==> config.mk <==
export PLATFORM = sky130hd
export DESIGN_NAME = uart_tx_frame
export DESIGN_NICKNAME = d
export VERILOG_FILES = /design/src/rtl/uart_pkg.sv /design/src/rtl/uart_baud_gen.sv /design/src/rtl/uart_tx_frame.sv
export SDC_FILE = /design/constraint.sdc
export NUM_CORES = 1
export LEC_CHECK = 0
export CAP_MARGIN = 20
export CORE_MARGIN = 4
export CORE_UTILIZATION = 55
export DETAILED_ROUTE_END_ITERATION = 8
export HOLD_SLACK_MARGIN = 0.06
export PLACE_DENSITY = 0.87
export RECOVER_POWER = 100
export SLEW_MARGIN = 20
export SYNTH_ARGS = -nofsm -noshare
export SYNTH_HDL_FRONTEND = slang
export SYNTH_SLANG_ARGS = --single-unit
==> constraint.sdc <==
create_clock -name clk -period 3.65 [get_ports clk]
set_clock_uncertainty 0.15 [all_clocks]
set_input_delay 0.365 -clock clk [delete_from_list [all_inputs] [get_ports clk]]
set_output_delay 0.365 -clock clk [all_outputs]
set_load 0.01 [all_outputs]
==> src/rtl/uart_pkg.sv <==
// Shared UART definitions: FSM state encoding, parity mode codes and the
// baud divider calculation used by the transmitter (and later the receiver).
package uart_pkg;

    typedef enum logic [2:0] {
        ST_IDLE   = 3'd0,
        ST_START  = 3'd1,
        ST_DATA   = 3'd2,
        ST_PARITY = 3'd3,
        ST_STOP   = 3'd4
    } uart_state_e;

    localparam int unsigned PAR_NONE = 0;
    localparam int unsigned PAR_ODD  = 1;
    localparam int unsigned PAR_EVEN = 2;

    // Clock cycles per bit, rounded to nearest.
    function automatic int unsigned calc_div(input int unsigned f, input int unsigned baud);
        return (f + baud / 2) / baud;
    endfunction

endpackage

==> src/rtl/uart_baud_gen.sv <==
// Free-running modulo-DIV counter with synchronous clear.
// Ports:
//   clk   - system clock, rising edge
//   rst   - asynchronous active-low reset
//   clr   - restart the count at 0 on the next edge
//   tick  - registered, high for the one cycle in which the count is DIV-1
module uart_baud_gen #(
    parameter int unsigned DIV = 10
) (
    input  logic clk,
    input  logic rst,
    input  logic clr,
    output logic tick
);

    localparam int unsigned CNT_W = $clog2(DIV);

    generate
        if (DIV < 2) begin : g_bad_div
            $error("uart_baud_gen: DIV must be at least 2");
        end
    endgenerate

    logic [CNT_W-1:0] cnt_q, cnt_d;
    logic             tick_q, tick_d;

    // Next count; tick is registered so it lines up with cnt_q == DIV-1.
    always_comb begin
        cnt_d = cnt_q + CNT_W'(1);
        if (clr || (cnt_q == CNT_W'(DIV - 1))) begin
            cnt_d = '0;
        end
        tick_d = (cnt_d == CNT_W'(DIV - 1));
    end

    always_ff @(posedge clk or negedge rst) begin
        if (!rst) begin
            cnt_q  <= '0;
            tick_q <= 1'b0;
        end else begin
            cnt_q  <= cnt_d;
            tick_q <= tick_d;
        end
    end

    assign tick = tick_q;

endmodule

==> src/rtl/uart_tx_frame.sv <==
// UART transmitter: one word per valid/ready handshake, framed as start bit,
// DATA_BITS data bits LSB first, optional parity bit, 1 or 2 stop bits.
// Ports:
//   clk   - system clock, rising edge
//   rst   - asynchronous active-low reset
//   data  - word to transmit (latched on acceptance)
//   valid - producer has a word on data
//   ready - high in IDLE; handshake completes on valid && ready
//   tx    - serial line, idle high
//   busy  - frame in progress
module uart_tx_frame
    import uart_pkg::*;
#(
    parameter int unsigned F         = 50000000,
    parameter int unsigned BAUD      = 9600,
    parameter int unsigned DATA_BITS = 8,
    parameter int unsigned PARITY    = 0,
    parameter int unsigned STOP_BITS = 1
) (
    input  logic                 clk,
    input  logic                 rst,
    input  logic [DATA_BITS-1:0] data,
    input  logic                 valid,
    output logic                 ready,
    output logic                 tx,
    output logic                 busy
);

    localparam int unsigned DIV   = calc_div(F, BAUD);
    localparam int unsigned IDX_W = 4;

    generate
        if (DIV < 2) begin : g_bad_div
            $error("uart_tx_frame: F/BAUD gives fewer than 2 clocks per bit");
        end
        if ((DATA_BITS < 5) || (DATA_BITS > 9)) begin : g_bad_bits
            $error("uart_tx_frame: DATA_BITS must be 5..9");
        end
        if (PARITY > 2) begin : g_bad_par
            $error("uart_tx_frame: PARITY must be 0, 1 or 2");
        end
        if ((STOP_BITS != 1) && (STOP_BITS != 2)) begin : g_bad_stop
            $error("uart_tx_frame: STOP_BITS must be 1 or 2");
        end
    endgenerate

    uart_state_e          state_q, state_d;
    logic [DATA_BITS-1:0] shift_q, shift_d;
    logic [IDX_W-1:0]     bit_idx_q, bit_idx_d;
    logic                 par_q, par_d;
    logic                 tx_q, tx_d;
    logic                 ready_q, ready_d;
    logic                 busy_q, busy_d;
    logic                 clr_c;
    logic                 tick;

    uart_baud_gen #(.DIV(DIV)) u_baud (
        .clk  (clk),
        .rst  (rst),
        .clr  (clr_c),
        .tick (tick)
    );

    // Next-state logic; outputs are derived from the next state so they
    // change on the same edge as the state register.
    always_comb begin
        state_d   = state_q;
        shift_d   = shift_q;
        bit_idx_d = bit_idx_q;
        par_d     = par_q;
        clr_c     = 1'b0;

        unique case (state_q)
            ST_IDLE: begin
                if (valid && ready_q) begin
                    state_d   = ST_START;
                    shift_d   = data;
                    par_d     = (PARITY == PAR_EVEN) ? ^data : ~^data;
                    bit_idx_d = '0;
                    clr_c     = 1'b1;
                end
            end
            ST_START: begin
                if (tick) begin
                    state_d = ST_DATA;
                end
            end
            ST_DATA: begin
                if (tick) begin
                    if (bit_idx_q == IDX_W'(DATA_BITS - 1)) begin
                        state_d   = (PARITY != PAR_NONE) ? ST_PARITY : ST_STOP;
                        bit_idx_d = '0;
                    end else begin
                        shift_d   = shift_q >> 1;
                        bit_idx_d = bit_idx_q + IDX_W'(1);
                    end
                end
            end
            ST_PARITY: begin
                if (tick) begin
                    state_d   = ST_STOP;
                    bit_idx_d = '0;
                end
            end
            ST_STOP: begin
                // bit_idx counts stop bits here
                if (tick) begin
                    if (bit_idx_q == IDX_W'(STOP_BITS - 1)) begin
                        state_d = ST_IDLE;
                    end else begin
                        bit_idx_d = bit_idx_q + IDX_W'(1);
                    end
                end
            end
            default: begin
                state_d = ST_IDLE;
            end
        endcase

        tx_d = 1'b1;
        unique case (state_d)
            ST_START:  tx_d = 1'b0;
            ST_DATA:   tx_d = shift_d[0];
            ST_PARITY: tx_d = par_d;
            default:   tx_d = 1'b1;
        endcase
        ready_d = (state_d == ST_IDLE);
        busy_d  = (state_d != ST_IDLE);
    end

    always_ff @(posedge clk or negedge rst) begin
        if (!rst) begin
            state_q   <= ST_IDLE;
            shift_q   <= '0;
            bit_idx_q <= '0;
            par_q     <= 1'b0;
            tx_q      <= 1'b1;
            ready_q   <= 1'b1;
            busy_q    <= 1'b0;
        end else begin
            state_q   <= state_d;
            shift_q   <= shift_d;
            bit_idx_q <= bit_idx_d;
            par_q     <= par_d;
            tx_q      <= tx_d;
            ready_q   <= ready_d;
            busy_q    <= busy_d;
        end
    end

    assign tx    = tx_q;
    assign ready = ready_q;
    assign busy  = busy_q;

endmodule
==> results of run 1 <==
area by class of cell:
class / instances / area [µm²] / area share
Clock buffer: 7 / 55.1 / 0.0270
Multi-Input combinational cell: 143 / 948 / 0.465
Sequential cell: 33 / 828 / 0.406
Timing Repair Buffer: 14 / 134 / 0.0656
Inverter: 5 / 18.8 / 0.00920
Tap cell: 44 / 55.1 / 0.0270
path summary, 6_finish.rpt:
path | endpoint | slack (ps) | depth (start not counted)
min in group asynchronous | u_baud.cnt_q[6] | 850 | 2
min reg2reg | shift_q[2] | 330 | 2
min | shift_q[2] | 330 | 2
max | bit_idx_q[2] | 1450 | 4
max in group asynchronous | u_baud.cnt_q[4] | 1510 | 2
max reg2reg | bit_idx_q[2] | 1450 | 4
worst max-delay path: stages, from the launching register on:
cell and delay (ps):
dfrtp_1 520, nor4_4 730, a21oi_1 280, nor4_1 320, a211o_1 150
per-layer routing:
layer	part of all wire	global-route usage
met1	0.45	0.242
met2	0.50	0.314
met3	0.040	0.0561
met4	0.010	0.0648
met5	0	0
sequential cells by signal, indices dropped and copies added (netlist names):
name,count
u_baud.tick,1
u_baud.cnt_q,13
tx,1
shift_q,8
bit_idx_q,4
busy,1
ready,1
state_q,3
par_q,1
power by group:
group	switching, mW	leakage, nW	total (mW)	internal, mW
Combinational	0.203	0.416	0.406	0.202
Clock	0.116	0.0314	0.207	0.0909
Sequential	0.165	0.411	0.664	0.499
cell families (layout without fill, tap and decap cells):
family / Yosys count / in the layout
compound gates: 30 / 30
xor+xnor: 19 / 19
fa+ha+maj: 3 / 3
buf+inv: 12 / 26
flops: 33 / 33
mux: 2 / 2
simple gates: 89 / 89
cell usage in the layout, fill, tap and decap left out, types with 3 or more instances in the layout:
cell type / instances
nor3b_1: 3
dlygate4sd3_1: 4
dfrtp_1: 31
nor2_1: 24
a22oi_1: 8
xnor2_1: 16
clkdlybuf4s50_1: 9
nand3_1: 6
inv_1: 5
ha_1: 3
a21oi_1: 7
nand2_1: 25
nor3_1: 3
xor2_1: 3
nand2b_1: 5
clkbuf_4: 5
==> flow_metrics.tcl, run 1 <==
set metrics [dict create \
    core_area_um2 3130 \
    dp_cells 239 \
    synth_top_cell_by_area "dfrtp_1" \
    cap_violations 1 \
    ys_warn_count 0 \
    drv_slew 34 \
    initial_core_util 0.588 \
    synthDominantCellAreaShare 0.421 \
    fin_crit_sh 0.604 \
    fin_crit_ps 2200 \
    setup_viol 0 \
    grt_usage 0.192 \
    critical_path_arrival_ps 2330 \
    drt_iter0_markers 93 \
    whs_ps 333 \
    h-tree-depth 2 \
    synth_area_leaders "dfrtp_1 42%, xnor2_1 7.6%, nand2_1 5.1%" \
    grt_pass1_wl_mm 6.44 \
    numCtsBuffers 5 \
    preCtsSetupSlack_ps 1280 \
    vdd_ir_drop_max_mv 0.295 \
    cp-start-kind "flop" \
    fin_cells 246 \
    setup_tns_ps 0 \
    cts_tree "yes" \
    final_area_um2 2040 \
    syn_area_um2 1840 \
    io_pins 14 \
    cts.sinks 33 \
    ys_seq_area_frac 0.450 \
    routed_wl_mm 3.50 \
    clk_latency_ps 330 \
    synth_top_family_by_area "simple AND/OR/NAND/NOR gates" \
    end_kind "flop" \
    cts_buffer_depth 2 \
    yosys.area_share.simple 0.279 \
    drc_errors 0 \
    clock-root-buffer "clkbuf_4" \
    synth_edf_count 0 \
    synth.mux.area_fraction 0.0116 \
    place.gp.congestion 0.846 \
    hold_viol 0 \
    ys_types 51 \
    drive_gt1_frac 0.0743 \
    die_w_um 65.9 \
    synth-async-reset-ratio 1.00 \
    fmax_ghz 0.454 \
    wl_per_cell_um 14.2 \
    antenna_found_initial 0 \
    synth_xor_area_frac 0.0904 \
    status "finished with violations" \
    final_util 0.652 \
    final_nets 216 \
    hold_class "flop to flop" \
    dieArea_um2 4340 \
    portBuffers 13 \
    synth_ff_type "dfrtp_1" \
    cp_max_fo 15 \
    r2r-start "state_q[0]" \
    synthAdderAreaFrac 0.0204 \
    grt_max_degree 34 \
    crit_type "flop to flop" \
    synthTopCellsByCount "31 x dfrtp_1, 25 x nand2_1, 24 x nor2_1" \
    antennaDiodeCount 0 \
    drt-pass1-iter-count 4 \
    via_count 1414 \
    cp-startpoint "state_q[0]" \
    yosysMostFrequentCell "dfrtp_1" \
    holdBufCountCts 0 \
    grt_pass1_vias 1434 \
    grt_overflow 0 \
    synth_cells 188 \
    pwr_density_cell_nw_per_um2 626 \
    power_leakage_nw 0.859 \
    vias_per_cell 5.75 \
    ys_seq_elements 33 \
    antenna_left 0 \
    dp_hpwl_mm 2.53 \
    syn_nets 202 \
    cts_setup_buffers 0 \
    tightest_slew_ps 1700 \
    setup_slack_ps 1450 \
    syn-mean-instance-area_um2 9.79 \
    synth_compound_area_frac 0.119 \
    p_total_mw 1.28 \
    clkSlewWorstSetupHoldPaths_ps 100 \
    num_rows 20 \
    violations "max-capacitance violations, max-slew violations" \
    critPathRequiredTime_ps 3780 \
    die_y_um 65.9 \
    holdCritStartpoint "shift_q[2]" \
    slew_headroom -0.134 \
    cts_resized 0 \
    syn_to_final_growth_pct 10.8 \
    fillCellCount 255 \
    rsz0062_at_grt "no" \
    dpl_cell_area_um2 2000 \
]
(Power assumes the default switching activity.)
==> inputs of run 2 (changes only) <==
Settings changed: CORE_UTILIZATION 55 to 52, PLACE_DENSITY 0.87 to 0.86.
Clock period 3.65 ns to 1.9 ns, I/O delays scaled along.
==> run 2 against run 1 <==
  * The flow now finishes without violations
  * First-iteration DRC count is 44% higher
  * Largest power group unchanged
  * Die area is 5.1% higher
  * Hold slack worse by 29 ps
  * Clock power grew to 3.1 times the previous value
  * Fmax is 23% higher
  * Utilization is 1.8 points higher
  * Routed wire length is 4.9% higher
  * Cell count is 7.3% higher
  * Sequential power is 85% higher
  * Largest cell class unchanged
  * Register-to-register slack worse by 1300 ps
  * Global-route usage is 0.50 points lower
  * Sequential share of layout area is 4.1 points lower
  * Highest routed layer unchanged
  * Critical path type unchanged
==> flow_metrics.tcl, run 2 (synthesized netlist as in run 1, its figures left out) <==
set metrics [dict create \
    status "finished clean" \
    critPathRequiredTime_ps 1970 \
    multi_input_area_um2 1000 \
    grt_max_degree 34 \
    final_nets 231 \
    seqCellArea_um2 830 \
    wl_per_cell_um 13.9 \
    largest_reg_flops 13 \
    end_kind "flop" \
    cts_tree "yes" \
    pwr_density_cell_nw_per_um2 1250 \
    via_count 1466 \
    grt_usage 0.187 \
    place.gp.congestion 0.824 \
    reg2reg_depth 6 \
    h-tree-depth 2 \
    top_register "u_baud.cnt_q" \
    r2r_end "u_baud.cnt_q[10]" \
    whs_ps 304 \
    final_common_cell "dfrtp_1" \
    cp-start-kind "flop" \
    internal_power_mw 1.86 \
    cap_violations 0 \
    drt-pass1-iter-count 4 \
    tightest_slew_ps 774 \
    switchingPower_mw 0.988 \
    core_area_um2 3390 \
    final_area_um2 2270 \
    clk_latency_ps 330 \
    clock-root-buffer "clkbuf_4" \
    dpl_cell_area_um2 2120 \
    crit_end "u_baud.cnt_q[10]" \
    fmax_ghz 0.557 \
    switching_share 0.347 \
    hold_viol 0 \
    final_cell_mix "30 x dfrtp_1, 24 x nor2_1, 24 x nand2_1, 16 x xnor2_1, 14 x buf_4" \
    die_y_um 67.5 \
    combPwrFrac 0.340 \
    cts_buffer_depth 2 \
    drt_iter0_markers 134 \
    p_total_mw 2.84 \
    grt_pass1_vias 1440 \
    slew_headroom 0.484 \
    holdBufCountCts 0 \
    hold_class "primary input to async pin" \
    dieArea_um2 4560 \
    regToRegSetupSlack_ps 110 \
    final_util 0.670 \
    clkSlewWorstSetupHoldPaths_ps 110 \
    drc_errors 0 \
    initial_core_util 0.543 \
    drv_slew 0 \
    fin_crit_sh 0.945 \
    crit_type "flop to flop" \
    r2r-start "state_q[0]" \
    critical_path_arrival_ps 1860 \
    antennaDiodeCount 0 \
    grt_overflow 0 \
    antenna_found_initial 0 \
    power_leakage_nw 0.972 \
    setup_viol 0 \
    syn_to_final_growth_pct 23.4 \
    top_regs "u_baud.cnt_q: 13 flops, shift_q: 8 flops, bit_idx_q: 4 flops" \
    cp-startpoint "state_q[0]" \
    fin_crit_ps 1790 \
    pwr-share-seq 0.433 \
    setup_tns_ps 0 \
    vias_per_cell 5.55 \
    cts.sinks 33 \
    portBuffers 13 \
    power.share.clock 0.228 \
    drive_gt1_frac 0.206 \
    numCtsBuffers 5 \
    vdd_ir_drop_max_mv 0.760 \
    io_pins 14 \
    num_rows 21 \
    grt_pass1_wl_mm 6.29 \
    dp_hpwl_mm 2.66 \
    routed_wl_mm 3.67 \
    cp_max_fo 10 \
    antenna_left 0 \
    die_w_um 67.5 \
    fillCellCount 262 \
]
[run 2: cell types whose count changed in the layout (fill, tap and decap cells not counted), sizes merged]
cell and change:
buf +15, bufinv +2, clkbuf -2, clkdlybuf4s50 +2
clkinv +1, dlygate4sd3 -2
[run 2: routing by layer]
layer	GRT usage	vias up	wire length (µm)
met4	0.0734	0	65
met1	0.238	705	1690
met3	0.0666	8	129
li1	-	723	-
met5	0	-	0
met2	0.289	30	1790
[run 2: layout make-up]
type / count / area share
inverters: 5 / 0.00826
multi-input cells: 143 / 0.441
repair buffers: 29 / 0.115
clock buffers: 5 / 0.0165
flip-flops and latches: 33 / 0.365
clock inverters: 3 / 0.0287
well taps: 46 / 0.0253
[run 2: how the worst min path moves through the flow]
stage	start	to	slack, ps	depth (start not counted)
floorplan	rst	bit_idx_q[0]	-260	0
global placement	shift_q[3]	shift_q[3]	310	2
detailed placement	shift_q[6]	shift_q[6]	310	2
CTS	rst	busy	100	2
global route	data[7]	shift_q[7]	350	2
finish	rst	state_q[0]	300	2
[run 2: critical path, stage by stage, from the launching register on]
cell	delay, ps
dfrtp_1	390
buf_4	170
nor4_1	270
buf_4	240
a41o_1	220
buf_4	180
nor2_1	50
[run 2: power by group through the flow]
stage               registers [mW]  logic (mW)  clock network (mW)
finish                        1.23       0.965               0.648
global route                  1.27        1.07               0.698
CTS                           1.21       0.924               0.660
detailed placement            1.22       0.919                   0
global placement              1.21       0.890                   0
floorplan                     1.15       0.690                   0
[run 2: timing repair]
action / CTS / global route
setup buffers: 0 / 1
resized for setup: 1 / 12
setup endpoints to repair: 1 / 17
[run 2: stage by stage]
step	setup WS [ps]	instances
floorplan	89.8	188
global placement	70.6	255
detailed placement	12.6	255
CTS	74.2	263
global route	-31.9	264
finish	105	264
==> inputs of run 3 (changes only) <==
Settings changed: GPL_TIMING_DRIVEN set to 0.
==> run 3 against run 2 <==
  * Design area decreased by 0.66%
  * Sequential share of layout area rose by 0.30 points
  * Fmax fell by 5.4%
  * Critical path depth is the same
  * Die area stayed put
  * Hold slack lost 100 ps
  * Global-route usage down 0.89 points
  * First-iteration DRC count down 35%
  * Largest cell class unchanged
  * Register-to-register slack got worse by 100 ps
  * Utilization down 0.44 points
==> flow_metrics.tcl, run 3 (synthesized netlist as in run 1, its figures left out) <==
set metrics [dict create \
    io_pins 14 \
    core_area_um2 3390 \
    crit_path_top_delay_cell "dfrtp_2" \
    slew_headroom 0.613 \
    dpl_cell_area_um2 2050 \
    fillCellCount 257 \
    numCtsBuffers 5 \
    final_cell_mix "29 x dfrtp_1, 25 x nand2_1, 23 x nor2_1, 16 x xnor2_1, 12 x clkdlybuf4s50_1" \
    num_rows 21 \
    antennaDiodeCount 0 \
    cts_buffer_depth 2 \
    setup_viol 0 \
    grt_pass1_wl_mm 6.06 \
    final_common_cell "dfrtp_1" \
    vdd_ir_drop_max_mv 0.690 \
    fmax_ghz 0.527 \
    vias_per_cell 5.70 \
    top_register "u_baud.cnt_q" \
    drive_gt1_frac 0.215 \
    end_kind "flop" \
    pwr_density_cell_nw_per_um2 1230 \
    clkSlewWorstSetupHoldPaths_ps 110 \
    drv_slew 0 \
    fin_crit_sh 0.999 \
    cts_tree "yes" \
    power_leakage_nw 0.940 \
    cp-start-kind "flop" \
    drt-pass1-iter-count 4 \
    hold_viol 0 \
    antenna_left 0 \
    clock-root-buffer "clkbuf_4" \
    fin_crit_ps 1900 \
    setup_slack_ps 2.66 \
    die_y_um 67.5 \
    critPathRequiredTime_ps 1960 \
    place.gp.congestion 0.905 \
    hold_class "primary input to async pin" \
    setup_tns_ps 0 \
    crit_type "flop to flop" \
    clk_latency_ps 330 \
    h-tree-depth 2 \
    largest_reg_flops 13 \
    grt_max_degree 24 \
    antenna_found_initial 0 \
    final_util 0.666 \
    portBuffers 13 \
    grt_pass1_vias 1350 \
    preCtsSetupSlack_ps -197 \
    grt_usage 0.178 \
    grt_overflow 0 \
    dieArea_um2 4560 \
    tightest_slew_ps 580 \
    fin_cells 260 \
    drc_errors 0 \
    die_w_um 67.5 \
    whs_ps 200 \
    critical_path_arrival_ps 1960 \
    syn_to_final_growth_pct 22.6 \
    rsz0062_at_grt "yes" \
    dp_cells 248 \
    final_nets 227 \
    wl_per_cell_um 14.9 \
    cts.sinks 33 \
    max_stage_delay_ps 470 \
    initial_core_util 0.543 \
    cap_violations 0 \
    final_area_um2 2260 \
    crit_chain "ha_4 -> nand3b_1 -> buf_4 -> nand2b_1 -> a31o_2 -> or3_4" \
    status "finished clean" \
    p_total_mw 2.78 \
    routed_wl_mm 3.87 \
    top_regs "u_baud.cnt_q: 13 flops, shift_q: 8 flops, bit_idx_q: 4 flops" \
    cp_max_fo 5 \
    dp_hpwl_mm 2.49 \
    via_count 1483 \
    drt_iter0_markers 87 \
]
-- run 3: cell types whose count changed in the layout (fill, tap and decap cells not counted), moves of 2 or more --
cell / delta
buf_4: -9
a22oi_1: -2
buf_2: +4
clkbuf_1: +2
a22oi_2: +2
-- run 3: power breakdown --
group | total [mW] | leakage (nW) | switching (mW) | internal (mW)
clock network | 0.551 | 0.0455 | 0.236 | 0.314
registers | 1.22 | 0.408 | 0.260 | 0.962
logic | 1.01 | 0.486 | 0.520 | 0.487
total | 2.78 | 0.940 | 1.02 | 1.76
-- run 3: timing repair --
item / 4_1_cts / 5_1_grt
hold buffers: 1 / 0
buffers inserted: 3 / 1
endpoints found under the hold margin: 33 / 0
pin swaps: 1 / 5
setup endpoints to repair: 23 / 26
gates resized for setup: 7 / 18
cloned: 0 / 0
-- run 3: critical path: cells and delay by family (launching register included) --
| kind | cells | cell delay [ps] |
|---|---|---|
| buffers and inverters | 1 | 140 |
| adders and majority gates | 1 | 190 |
| DFF | 1 | 470 |
| and+or+nand+nor | 3 | 580 |
| AOI/OAI and AO/OA | 1 | 240 |
-- run 3: cell type report --
| class | instances | area (µm²) | area share |
|---|---|---|---|
| Clock buffer | 7 | 55.1 | 0.0244 |
| Inverter | 5 | 18.8 | 0.00832 |
| Buffer | 6 | 35.0 | 0.0155 |
| Multi-Input combinational cell | 143 | 1060 | 0.470 |
| Sequential cell | 33 | 831 | 0.368 |
| Clock inverter | 1 | 30.0 | 0.0133 |
| Timing Repair Buffer | 19 | 169 | 0.0749 |
| Tap cell | 46 | 57.6 | 0.0255 |
-- run 3: path summary, 6_finish.rpt --
kind | startpoint | to | slack (ps) | cells after the start
max in group asynchronous | rst | state_q[1] | 450 | 3
hold / removal | rst | bit_idx_q[2] | 200 | 2
min in group clk | shift_q[3] | shift_q[3] | 340 | 2
setup / recovery | bit_idx_q[0] | busy | 3 | 6
hold reg to reg | shift_q[3] | shift_q[3] | 340 | 2
setup reg to reg | bit_idx_q[0] | busy | 3 | 6
-- run 3: per-layer routing --
| metal | global-route usage | share of wire |
|---|---|---|
| met2 | 0.279 | 0.49 |
| met4 | 0.0684 | 0.013 |
| met3 | 0.0416 | 0.055 |
| met1 | 0.238 | 0.44 |
| met5 | 0 | 0 |
==> RTL edit 1 (flow settings as in run 2) <==
Change the parameter `DATA_BITS` from 8 to 6.
--- a/src/rtl/uart_tx_frame.sv
+++ b/src/rtl/uart_tx_frame.sv
@@ -13,7 +13,7 @@
 #(
     parameter int unsigned F         = 50000000,
     parameter int unsigned BAUD      = 9600,
-    parameter int unsigned DATA_BITS = 8,
+    parameter int unsigned DATA_BITS = 6,
     parameter int unsigned PARITY    = 0,
     parameter int unsigned STOP_BITS = 1
 ) (
Ports: changed (resized data); port bits go from 14 to 12. No check against the original RTL was run, so the function may have changed too.
==> RTL edit 1 against run 2 <==
- worst setup slack lost 0.056 ns
- critical path type unchanged
- largest cell class unchanged
- wire length fell by 8.6%
- sequential share of layout area grew 1.3 points
- highest routed layer unchanged
- area after synthesis shrank 10%
- sequential cell count shrank 2
- die area down 9.1%
- final area is 9.1% lower
- non-clock buffer count is the same
- maximum frequency shrank 3.0%
Power is not compared: it rests on default switching activity, and its combinational part moved more than twofold at a synthesized area within 25%.
==> RTL edit 1: results (changes against run 2) <==
[outcome]
outcome=finished, final reports clean

[synthesis]
synthArstFlopShare_pct=100  ; unchanged
synth_area_leaders=dfrtp_1 44%, nand2_1 4.5%, xnor2_1 3.7%
syn-num-nets=175  ; -13%
synth_seq_area_share_pct=47.1  ; +2.1 points
ys_types=47  ; -7.8%
synth_common_cells=29 x dfrtp_1, 20 x nand2_1, 16 x nor2_1

[timing]
worstMarginPinSlew_ns=0.739  ; -0.0349 ns

[placed_design]
port-buffer-count=11  ; -2
place_hpwl_um=2410  ; -9.5%
globalplace.congestion=0.958  ; +16%

[layout]
fillerInstances=244  ; -6.9%
drive_gt1_share_pct=27.2  ; +6.5 points
layout.nets=207  ; -10%

[critical_path]
timing.rr.start=bit_idx_q[0]
arrival_ns=1.96  ; +0.10 ns
crit_family=simple AND/OR/NAND/NOR gates
startpoint=bit_idx_q[0]
max_stage_delay_ns=0.41  ; +0.02 ns

[drt]
vias_per_cell=5.41  ; -2.6%
wire_per_inst_um=14.0  ; +0.95%
first_iter_violations=132  ; -1.5%

[global_routing]
grt_pass1_wl_um=6000  ; -4.7%
grt_max_degree=32  ; -5.9%
grt.total_usage_pct=18.8  ; +0.11 points

[cts]
clk_path_buf_depth=2  ; unchanged

RTL edit 1: cell count changes after synthesis, moves of 3 or more:
cell     before  now
a22oi_1       8    5
inv_1         4    9
nor2_1       24   16
xor2_1        3    7
nand2_1      25   20
buf_2         4    1
xnor2_1      16    7
RTL edit 1: logic make-up after synthesis:
family                     synth area share [%]
buffers and inverters                      3.71
muxes                                      1.36
DFF                                        47.1
AOI/OAI and AO/OA                          10.0
and+or+nand+nor                            26.0
adders and majority gates                  3.03
xor gates and xnor gates                   8.79
RTL edit 1: metrics by stage:
stage / instance area [µm²] / worst slack (ns) / hold slack (ns) / std cells / utilization [%]
detailed placement: 1910 / -0.114 / 0.305 / 228 / 62.4
global route: 2060 / -0.0647 / 0.335 / 239 / 67.6
global placement: 1910 / -0.0355 / 0.303 / 228 / 62.4
floorplan: 1650 / 0.0730 / -0.256 / 162 / -
finish: 2060 / 0.0497 / 0.278 / 239 / 67.6
CTS: 2000 / 0.0110 / 0.0759 / 236 / 65.5
RTL edit 1: area by class of cell:
cell class / instances / area [µm²] / area share (%)
Multi-Input combinational cell: 117 / 857 / 41.5
Inverter: 10 / 37.5 / 1.82
Timing Repair Buffer: 29 / 246 / 11.9
Clock buffer: 6 / 51.3 / 2.49
Tap cell: 44 / 55.1 / 2.67
Clock inverter: 2 / 35.0 / 1.70
Sequential cell: 31 / 781 / 37.8
RTL edit 1: power by group:
group | total, µW | switching, µW | internal, µW
Sequential | 659 | 0 | 659
Combinational | 52.3 | 21.9 | 30.4
Clock | 542 | 232 | 311
RTL edit 1: timing repair:
item / in CTS / in global routing
hold buffers: 0 / 0
resized for setup: 1 / 15
buffers inserted: 0 / 3
endpoints found under the setup margin: 3 / 21
gates cloned: 0 / 0
pin swaps: 0 / 5
RTL edit 1: layer usage:
| metal | track usage, % | vias to the layer above | share of wire, % |
|---|---|---|---|
| met5 | 0 | - | 0 |
| met4 | 9.50 | 0 | 1.9 |
| met3 | 6.33 | 6 | 4.8 |
| met2 | 30.9 | 30 | 52 |
| met1 | 21.7 | 633 | 41 |
| li1 | - | 624 | - |
RTL edit 1: final timing paths:
| check | cells after the start | to | slack, ns |
|---|---|---|---|
| max | 6 | bit_idx_q[3] | 0.05 |
| min | 2 | bit_idx_q[0] | 0.28 |
| min in group clk | 2 | shift_q[0] | 0.33 |
| max reg2reg | 6 | bit_idx_q[3] | 0.05 |
| min reg2reg | 2 | shift_q[0] | 0.33 |
| max in group asynchronous | 2 | u_baud.cnt_q[3] | 0.79 |
==> RTL edit 2 (flow settings as in run 2) <==
Without the edit above. Encoding of `uart_state_e`: now one-hot (5 bits for 5 states).
--- a/src/rtl/uart_pkg.sv
+++ b/src/rtl/uart_pkg.sv
@@ -2,12 +2,12 @@
 // baud divider calculation used by the transmitter (and later the receiver).
 package uart_pkg;
 
-    typedef enum logic [2:0] {
-        ST_IDLE   = 3'd0,
-        ST_START  = 3'd1,
-        ST_DATA   = 3'd2,
-        ST_PARITY = 3'd3,
-        ST_STOP   = 3'd4
+    typedef enum logic [4:0] {
+        ST_IDLE   = 5'b00001,
+        ST_START  = 5'b00010,
+        ST_DATA   = 5'b00100,
+        ST_PARITY = 5'b01000,
+        ST_STOP   = 5'b10000
     } uart_state_e;
 
     localparam int unsigned PAR_NONE = 0;
Behaviour: no difference found for any inputs over 10 cycles, from zero or initial values and one cycle with rst low; not proved beyond that.
==> RTL edit 2 against run 2 <==
- combinational power up 9%
- synthesized cell count up 3.7%
- worst setup slack worse by 0.25 ns
- wire length rose by 13%
- first-iteration DRC count rose by 14%
- cell count is 7.2% higher
- area after synthesis grew 3.7%
- clock power grew 7.9%
- total power up 0.30%
- final area up 7.5%
- utilization grew 3.9 points
- via count rose by 7.1%
- sequential cell count increased by 2
- the flow now finishes with violations (negative setup slack)
==> RTL edit 2: results (changes against run 2) <==
[synthesis]
synth_common_cells=32 x dfrtp_1, 23 x nand2_1, 18 x nor2_1
synthAdderAreaFrac_pct=1.97  ; -0.074 points
synth_area_leaders=dfrtp_1 42%, xnor2_1 6.4%, nand2_1 4.5%
avgSynthCellArea_um2=9.79  ; about the same
synth_xor_area_share_pct=10.1  ; +1.1 points
synth_compound_area_share_pct=11.9  ; +0.030 points
synth_seq_cells=35  ; +6.1%
synthMuxAreaShare_pct=0.524  ; -0.63 points

[layout]
inverters_excl_clock=9  ; +4
final_util_pct=70.9  ; +3.9 points
multiInputGateArea_um2=1010  ; +0.62%
final-clk-cell-share_pct=4.82  ; +0.30 points
layout.nets=250  ; +8.2%
sh_seq_area_pct=36.1  ; -0.44 points
reg_top3=u_baud.cnt_q x13, shift_q x8, state_q x5
drive_gt1_share_pct=25.7  ; +5.1 points
nonClockBufferCount=42  ; +45%
clock_buffers=6  ; +1
fillerInstances=260  ; -0.76%

[cts]
clkTransAtPathRegs_ns=0.07  ; -0.04 ns
post_cts_buffers=1  ; +1
cts_resized=4  ; +3
root_buffer=clkbuf_8
worst_skew_pair.late_latency_ns=0.29  ; -0.04 ns

[drt]
routed_wl_um=4130  ; +13%
first_iter_violations=153  ; +14%
wire_per_inst_um=14.6  ; +5.0%

[pwr]
power.share.clock_pct=24.5  ; +1.7 points
vdd_ir_drop_max_v=0.000763  ; +0.45%
pwr_density_cell_nw_per_um2=1170  ; -6.7%
seqPwrFrac_pct=38.7  ; -4.6 points
p_leak_uw=0.00111  ; +14%

[global_routing]
grt.total_usage_pct=19.4  ; +0.69 points
grt_pass1_wl_um=6770  ; +7.6%
grt_max_degree=36  ; +5.9%

[hold_path]
hp-class=reg -> reg

[critical_path]
critPathMaxFanout=3  ; -7
regToRegEndpoint=tx
reg2reg_depth=5  ; -1
arrival_ns=2.10  ; +0.24 ns

[timing]
setup_viol=7  ; +7
fin_ws_ns=-0.141  ; -0.247 ns

[outcome]
violations=negative setup slack
outcome=finished, violations left

[placed_design]
place_hpwl_um=2760  ; +3.7%
dp_slack_ns=-0.0929  ; -0.106 ns
dp.cells=272  ; +6.7%
placed_area_um2=2240  ; +5.6%

==> RTL edit 2: cell types whose count changed after synthesis, moves of 4 or more <==
cell / delta
nand3_1: +4
xor2_1: +5
nand2b_1: -4
o21ai_0: +4
nor2_1: -6
and3_1: +6
nand4b_1: +5
inv_1: +5
==> RTL edit 2: layer usage <==
| metal | up-vias | GRT usage, % | wire length [µm] |
|---|---|---|---|
| met3 | 8 | 5.83 | 202 |
| li1 | 769 | - | - |
| met4 | 0 | 7.44 | 60 |
| met2 | 53 | 31.8 | 2140 |
| met1 | 740 | 23.9 | 1730 |
| met5 | - | 0 | 0 |
==> RTL edit 2: cells by family after synthesis <==
logic type	Yosys count
and+or+nand+nor	86
DFF	35
AOI/OAI and AO/OA	31
xor gates and xnor gates	22
buffers and inverters	17
adders and majority gates	3
muxes	1
==> RTL edit 2: worst max-delay path, stage by stage (launching register included) <==
cell	delay, ns
dfrtp_1	0.39
or4_4	0.55
or3_4	0.41
nor2_4	0.14
a221oi_2	0.08
a211oi_1	0.22
